**src/rtl/best_neighbor_scan.sv**
```systemverilog
// Scans the neighbour table: picks the lowest-Q neighbour and lists every neighbour better than our own Q.
// Optional macro SKIP_SELF_EN: entries whose ID equals MY_NODE_ID are skipped entirely.
//
// state    | meaning
// IDLE     | wait for start_scan, latch own Q-value
// INIT     | reset best tracking, address first ID or go straight to count write
// RD_ID    | capture neighbour ID, address its Q-value
// RD_Q     | capture Q-value, address its hop count
// RD_HOP   | capture hop count
// EVAL     | update best, launch list write if better than own Q
// WR_LIST  | list write strobe active, advance to next entry
// WR_COUNT | write better-list length
// DONE     | results held until start_scan drops
module best_neighbor_scan (
    input  logic        clock,
    input  logic        nreset,
    input  logic        start_scan,
    input  logic [15:0] neighbor_count,
    input  logic [15:0] my_qvalue,
    input  logic [15:0] MY_NODE_ID,
    input  logic [15:0] data_in,
    output logic [15:0] address,
    output logic [15:0] data_out,
    output logic        wr_en,
    output logic [15:0] mybest,
    output logic [15:0] bestvalue,
    output logic [15:0] besthop,
    output logic [15:0] bestneighborID,
    output logic [15:0] better_count,
    output logic        done_scan,
    output logic [7:0]  cstate
);
    typedef enum logic [3:0] {
        S_IDLE     = 4'd0,
        S_INIT     = 4'd1,
        S_RD_ID    = 4'd2,
        S_RD_Q     = 4'd3,
        S_RD_HOP   = 4'd4,
        S_EVAL     = 4'd5,
        S_WR_LIST  = 4'd6,
        S_WR_COUNT = 4'd7,
        S_DONE     = 4'd8
    } state_t;

    localparam logic [15:0] ID_BASE    = 16'h0600;
    localparam logic [15:0] Q_BASE     = 16'h0620;
    localparam logic [15:0] HOP_BASE   = 16'h0640;
    localparam logic [15:0] LIST_BASE  = 16'h0668;
    localparam logic [15:0] COUNT_ADDR = 16'h068C;
    localparam logic [15:0] NONE_ID    = 16'd100;

    state_t      state;
    logic [4:0]  idx;
    logic [4:0]  k_cnt;
    logic [4:0]  n_lat;
    logic [15:0] cur_id;
    logic [15:0] cur_q;
    logic [15:0] cur_hop;
    logic [4:0]  n_clamped;
    logic [4:0]  idx_nxt;
    logic        last_entry;
    logic        is_self;

    assign n_clamped  = (neighbor_count > 16'd16) ? 5'd16 : neighbor_count[4:0];
    assign idx_nxt    = idx + 5'd1;
    assign last_entry = (idx_nxt == n_lat);
    assign cstate     = {4'd0, state};

`ifdef SKIP_SELF_EN
    assign is_self = (cur_id == MY_NODE_ID);
`else
    logic unused_node_id;
    assign is_self        = 1'b0;
    assign unused_node_id = ^MY_NODE_ID;
`endif

    always_ff @(posedge clock) begin
        if (!nreset) begin
            state          <= S_IDLE;
            idx            <= 5'd0;
            k_cnt          <= 5'd0;
            n_lat          <= 5'd0;
            cur_id         <= 16'd0;
            cur_q          <= 16'd0;
            cur_hop        <= 16'd0;
            address        <= 16'd0;
            data_out       <= 16'd0;
            wr_en          <= 1'b0;
            mybest         <= 16'd0;
            bestvalue      <= 16'hFFFF;
            besthop        <= NONE_ID;
            bestneighborID <= NONE_ID;
            better_count   <= 16'd0;
            done_scan      <= 1'b0;
        end else begin
            wr_en <= 1'b0;
            case (state)
                S_IDLE: begin
                    if (start_scan) begin
                        mybest <= my_qvalue;
                        n_lat  <= n_clamped;
                        idx    <= 5'd0;
                        k_cnt  <= 5'd0;
                        state  <= S_INIT;
                    end
                end
                S_INIT: begin
                    bestvalue      <= 16'hFFFF;
                    besthop        <= NONE_ID;
                    bestneighborID <= NONE_ID;
                    if (n_lat == 5'd0) begin
                        state <= S_WR_COUNT;
                    end else begin
                        address <= ID_BASE;
                        state   <= S_RD_ID;
                    end
                end
                S_RD_ID: begin
                    cur_id  <= data_in;
                    address <= Q_BASE + {10'd0, idx, 1'b0};
                    state   <= S_RD_Q;
                end
                S_RD_Q: begin
                    cur_q   <= data_in;
                    address <= HOP_BASE + {10'd0, idx, 1'b0};
                    state   <= S_RD_HOP;
                end
                S_RD_HOP: begin
                    cur_hop <= data_in;
                    state   <= S_EVAL;
                end
                S_EVAL: begin
                    if (!is_self && (cur_q < bestvalue)) begin
                        bestvalue      <= cur_q;
                        besthop        <= cur_hop;
                        bestneighborID <= cur_id;
                    end
                    // The list write is launched here so the strobe lines up with WR_LIST,
                    // leaving WR_LIST free to address the next entry.
                    if (!is_self && (cur_q < mybest)) begin
                        address  <= LIST_BASE + {10'd0, k_cnt, 1'b0};
                        data_out <= cur_id;
                        wr_en    <= 1'b1;
                        k_cnt    <= k_cnt + 5'd1;
                        state    <= S_WR_LIST;
                    end else if (last_entry) begin
                        state <= S_WR_COUNT;
                    end else begin
                        idx     <= idx_nxt;
                        address <= ID_BASE + {10'd0, idx_nxt, 1'b0};
                        state   <= S_RD_ID;
                    end
                end
                S_WR_LIST: begin
                    if (last_entry) begin
                        state <= S_WR_COUNT;
                    end else begin
                        idx     <= idx_nxt;
                        address <= ID_BASE + {10'd0, idx_nxt, 1'b0};
                        state   <= S_RD_ID;
                    end
                end
                S_WR_COUNT: begin
                    address      <= COUNT_ADDR;
                    data_out     <= {11'd0, k_cnt};
                    wr_en        <= 1'b1;
                    better_count <= {11'd0, k_cnt};
                    state        <= S_DONE;
                end
                S_DONE: begin
                    if (done_scan && !start_scan) begin
                        done_scan <= 1'b0;
                        state     <= S_IDLE;
                    end else begin
                        done_scan <= 1'b1;
                    end
                end
                default: state <= S_IDLE;
            endcase
        end
    end
endmodule

```
**config.mk**
```make
export PLATFORM = sky130hd
export DESIGN_NAME = best_neighbor_scan
export DESIGN_NICKNAME = d
export VERILOG_FILES = /design/src/rtl/best_neighbor_scan.sv
export SDC_FILE = /design/constraint.sdc
export NUM_CORES = 1
export LEC_CHECK = 0
export CAP_MARGIN = 20
export CORE_ASPECT_RATIO = 0.5
export CORE_MARGIN = 1
export CORE_UTILIZATION = 45
export DETAILED_ROUTE_END_ITERATION = 6
export GPL_ROUTABILITY_DRIVEN = 0
export GPL_TIMING_DRIVEN = 0
export PLACE_DENSITY = 0.75
export SLEW_MARGIN = 0
export SYNTH_ARGS = -nofsm -noshare
export SYNTH_HDL_FRONTEND = slang
export SYNTH_SLANG_ARGS = --single-unit
```
**constraint.sdc**
```tcl
create_clock -name clock -period 3.25 [get_ports clock]
set_clock_uncertainty 0.2 [all_clocks]
set_input_delay 0.325 -clock clock [delete_from_list [all_inputs] [get_ports clock]]
set_output_delay 0.325 -clock clock [all_outputs]
set_load 0.1 [all_outputs]
```
== Yosys cells after proc, flatten, opt, wreduce, memory -nomap -nowiden ==
Cells that the tools add are included.
W data, S select, Z words.
Cells by class
  add/subtract/negate cells: 6
  order comparisons: 3
  equal/unequal tests: 15
  mux-type cells: 28
  reductions and logical operators: 16
Operators by type and width (number)
  $pmux W16 S2: 4
  $mux W16: 7
  $pmux W16 S6: 1
  $add A11 B6 Y12 const A: 4
  $pmux W4 S9: 1
  $lt A16 B16 Y1: 2
  $mux W5: 5
  $eq A4 B3 Y1 const B: 4
  $gt A16 B5 Y1 const B: 1
  $pmux W5 S3: 1
  $ne A2 B2 Y1 const B: 6
  $add A5 B1 Y5 const B: 2
  $pmux W5 S2: 1
  $reduce_and A2 Y1: 5
  $mux W3: 3
  $eq A4 B2 Y1 const B: 2
  $mux W4: 2
  $reduce_and A3 Y1: 2
  $reduce_bool A2 Y1: 3
  $reduce_bool A6 Y1: 1
  $eq A5 B5 Y1: 1
  $logic_not A5 Y1: 1
  $eq A4 B1 Y1 const B: 1
  $eq A4 B4 Y1 const B: 1
  other kinds (6): 7
Storage, ports and cells
  bits in registers: 170
  logic and storage cells: 84

== Depth between registers and ports, before layout ==
  depth in word-level cells: 5
  depth in mapped cells: 10
  mapped depth without buffers: 8

== Worst setup path before layout ==
OpenSTA, ideal clock, no wires.
  kind: register -> register
  start: register bestvalue[11]
  end: register bestvalue[0]
  arrival time: 2.747 ns
  data required time: 2.933 ns
  path slack: 0.186 ns
  cell stages (with the launch flop): 10
  path buffers: 1
  period minus slack after synthesis: 3.064 ns
  cells stage by stage: dfxtp_1 > inv_1 > ha_1 > a21oi_1 > o21ai_0 > a2111oi_0 > o21ai_1 > or2_1 > buf_2 > o22a_1
Between the ends
  word-level cells in the longest chain between the ends: 3
RTL lines
  start: declaration: RTL line 26  | output logic [15:0] bestvalue,
  start signal: assignment: RTL line 134  | bestvalue <= cur_q;
  $lt A16 B16 Y1: RTL line 133  | if (!is_self && (cur_q < bestvalue)) begin
  $ne A2 B2 Y1 (no line)
  $reduce_and A2 Y1 (no line)
No other way between the ends.
A chain may end at the register's enable or synchronous reset.

== Final worst setup path ==
  start: register cur_q[9]
  end: register bestneighborID[15]
Between the ends
  word-level cells in the longest chain between the ends: 3
RTL lines
  start: declaration: RTL line 57  | logic [15:0] cur_q;
  start signal: assignment: RTL line 124  | cur_q <= data_in;
  $lt A16 B16 Y1: RTL line 133
  $ne A2 B2 Y1 (no line)
  $reduce_and A2 Y1 (no line)
  end signal: assignment: RTL line 136  | bestneighborID <= cur_id;
  end: declaration: RTL line 28  | output logic [15:0] bestneighborID,
No other way between the ends.

==> key figures <==
Placed design
  – Buffers added on ports: 156
  – Post-DP HPWL: 16200 um
  – Placed standard-cell area: 9150 um2

GRT
  – Tot GR Track Use: 26.1%
  – M2 GR Usage: 41.1%
  – Vias in the first global route: 6493
  – Grt met3 use: 6.55%
  – Total grt overflow: 0
  – Busiest grt layer: met2
  – Pin count of the biggest net entering global routing: 21
  – GRT met1 Usage: 34.9%
  – Initial antenna violation count: 0
  – First-pass GRT wire length: 33700 um

Worst setup path
  – R2r setup slk: 0.36 ns
  – CP max FO: 10
  – CP delay by family, top: compound AO/OA/AOI/OAI gates
  – Setup crit end: bestneighborID[15]
  – Startpoint Class: flop
  – Reg2reg end: bestneighborID[15]
  – Critical path arrival: 3.08 ns
  – Critical path class: reg -> reg
  – Worst R2R Start: cur_q[9]
  – Worst path slowest cell: nor2_2
  – Worst path required time: 3.43 ns
  – CP Capture Type: flop
  – Crit path depth: 8
  – Worst r2r path cells: 8
  – CP bufs+invs: 1
  – CP peak stage delay: 0.49 ns
  – CP Cell Sequence: ha_1 > a21oi_1 > o21ai_0 > a2111oi_0 > o21ai_1 > nor2_2 > buf_2 > a22o_1
  – Crit path from: cur_q[9]

Timing
  – Worst-Margin Slew: 1.08 ns
  – Achievable frequency: 345 MHz
  – Post-route minimum period: 2.89 ns
  – Final period util: 89.1%
  – Slew headroom: 27.4%
  – Setup violations, final: 0
  – Final Hold Viols: 0
  – RSZ-0062 raised after global routing: false
  – Final Max Tran Viols: 0
  – Setup TNS: 0 ns

Clocking
  – Resize count post-CTS: 0
  – Clock Sinks: 170
  – Root Driver: clkbuf_16
  – Hold buffer count at cts: 0
  – Clk pin slew, worst setup/hold paths: 0.08 ns
  – Post-CTS setup buffers: 0
  – Number of buffers created by CTS: 17
  – CTS tree: yes
  – H-tree levels: 4
  – Clock Tree Buf Depth: 2
  – Worst-skew pair later-pin latency: 0.44 ns

Pwr
  – P per Cell Area: 673 nW/um2
  – VDD IR max: 0.406 mV
  – Sw frac: 41.2%
  – Flop pwr share: 36.2%
  – LEAKAGE: 3.78 nW
  – Clock power frac: 31.8%
  – Comb power frac: 31.9%
  – Net Switching: 2.71 mW
  – Int Pwr: 3.86 mW

Logic synthesis
  – Yosys warns: 0
  – Main synth FF type: dfxtp_1
  – Avg Synthesized Cell Area: 8.60 um2
  – Synth async-reset ratio: 0%
  – Post-synth top area cell: dfxtp_1
  – Number of synthesized register bits: 170
  – Cells after Synth: 846
  – Number of enable flip-flop cells after synthesis: 0
  – Yosys top cell area share: 46.8%
  – Synth cell types: 64
  – Synthesized area: 7280 um2
  – Synth top area cells: dfxtp_1 (47%), nand2_1 (9.7%), a21oi_1 (7.5%)
  – Sequential share of the synthesized area: 46.8%

Outcome
  – Outcome: complete, no violations

Finish
  – Area of the multi-input gates: 3430 um2
  – Share of cells above drive strength 1: 7.72%
  – Storage element area: 3400 um2
  – Antenna cells: 0
  – Area grow syn2layout: 34.2%
  – Design Area, Final: 9760 um2
  – Nets: 1137
  – Fill count: 1349

Routing
  – Drt initial violations: 549
  – WL/cell: 17.2 um
  – ANT nets after route: 0
  – Via Count: 6951
  – Drt drc: 0
  – DR pass1 iterations: 5
  – DR vias/cell: 5.55
  – Routed WL: 21600 um

Flow run
  – Max-cap violations: 0

Die
  – Chip Height: 91.9 um
  – Die width: 182 um
  – Ports: 189
  – Std-Cell Core Area: 15600 um2
  – Rows: 32
  – Die area: 16700 um2
  – Initial Utilization: 46.6%

Worst hold path
  – HP Class: reg -> reg
cell families after synthesis:
logic type                 count (synthesis)  synth area share [%]
adders and majority gates                 34                  5.85
DFF                                      170                  46.8
other                                      1                0.0515
and+or+nand+nor                          287                  17.4
xor gates and xnor gates                  13                  1.56
muxes                                      4                 0.550
AOI/OAI and AO/OA                        230                  21.0
buffers and inverters                    107                  6.81
per-stage QoR:
| stage | setup WS [ns] | hold WS (ns) | util [%] | cells | power [mW] |
|---|---|---|---|---|---|
| floorplan | 0.186 | 0.236 | - | 860 | 3.95 |
| finish | 0.355 | 0.235 | 62.5 | 1253 | 6.57 |
| CTS | 0.439 | 0.212 | 62.5 | 1252 | 6.55 |
| detailed placement | 0.420 | 0.221 | 58.6 | 1220 | 4.49 |
| global placement | 0.503 | 0.215 | 58.6 | 1220 | 4.45 |
| global route | 0.0674 | 0.246 | 62.5 | 1253 | 6.80 |
layout make-up:
type,count,share of cell area (%)
plain buffers,66,3.50
repair buffers,157,16.0
clock buffers,17,4.36
well taps,204,2.61
multi-input cells,583,35.1
flip-flops and latches,170,34.9
clock inverters,15,1.93
inverters,41,1.58
worst min path at each step:
stage                   from          end  slack (ns)  cells after the start
2_1_floorplan     cur_hop[0]   cur_hop[0]        0.24                      2
3_3_place_gp     address[14]  address[14]        0.22                      2
3_5_place_dp     address[14]  address[14]        0.22                      2
4_1_cts               nreset       idx[2]        0.21                      4
5_1_grt        my_qvalue[13]   mybest[13]        0.25                      3
6_report         address[14]  address[14]        0.23                      2
cell usage in the layout, fill, tap and decap left out, types with 7 or more instances in the layout:
master           synthesis  routed
a21oi_1                109     109
a22o_1                  26      26
a2bb2oi_1               15      15
buf_2                   15      16
buf_4                   18      18
clkbuf_1                32      32
clkbuf_16                0      17
clkdlybuf4s50_1          0     156
conb_1                   1      15
dfxtp_1                170     170
ha_1                    34      34
inv_1                   41      41
nand2_1                188     188
nand2b_1                10      10
nand3_1                 26      26
nor2_1                  29      29
o21ai_0                 16      16
o22a_1                   7       7
xnor2_1                  8       8
worst register-to-register path: cells and delay by family (launching register included):
| family | cells | cell delay, ns |
|---|---|---|
| buffers and inverters | 1 | 0.32 |
| flip-flops | 1 | 0.46 |
| adder cells (fa/ha/maj) | 1 | 0.30 |
| AND/OR/NAND/NOR | 1 | 0.49 |
| AO/OA/AOI/OAI | 5 | 1.08 |
synth_stat cells (3+ instances only):
master	instances
or4_1	3
nor2_1	29
nand4_1	3
nor2b_1	3
o22ai_1	4
clkbuf_1	32
nor3_1	5
a211oi_1	6
o22a_1	7
a31oi_1	6
mux2i_1	4
a22o_1	26
buf_2	15
ha_1	34
o21ai_0	16
a22oi_1	4
xor2_1	5
inv_1	41
a21oi_1	109
buf_4	18
nand2_1	188
a2bb2oi_1	15
a221oi_1	3
nand2b_1	10
dfxtp_1	170
a21o_1	3
xnor2_1	8
nor4_1	3
o211ai_1	3
o21a_1	3
nand3_1	26
or3_1	4
per-layer routing:
metal	vias up	wire (um)	part of all wire, %
li1	3301	-	-
met3	39	2040	9.5
met2	298	9630	45
met1	3313	9570	44
met5	-	0	0
met4	0	340	1.6
power groups by stage:
stage          logic [mW]  clock network (mW)  registers, mW
2_1_floorplan       0.906                   0           3.04
3_3_place_gp         2.03                   0           2.42
3_5_place_dp         2.06                   0           2.43
4_1_cts              2.08                2.09           2.38
5_1_grt              2.22                2.18           2.40
6_report             2.10                2.09           2.38
(Power assumes the default switching activity.)
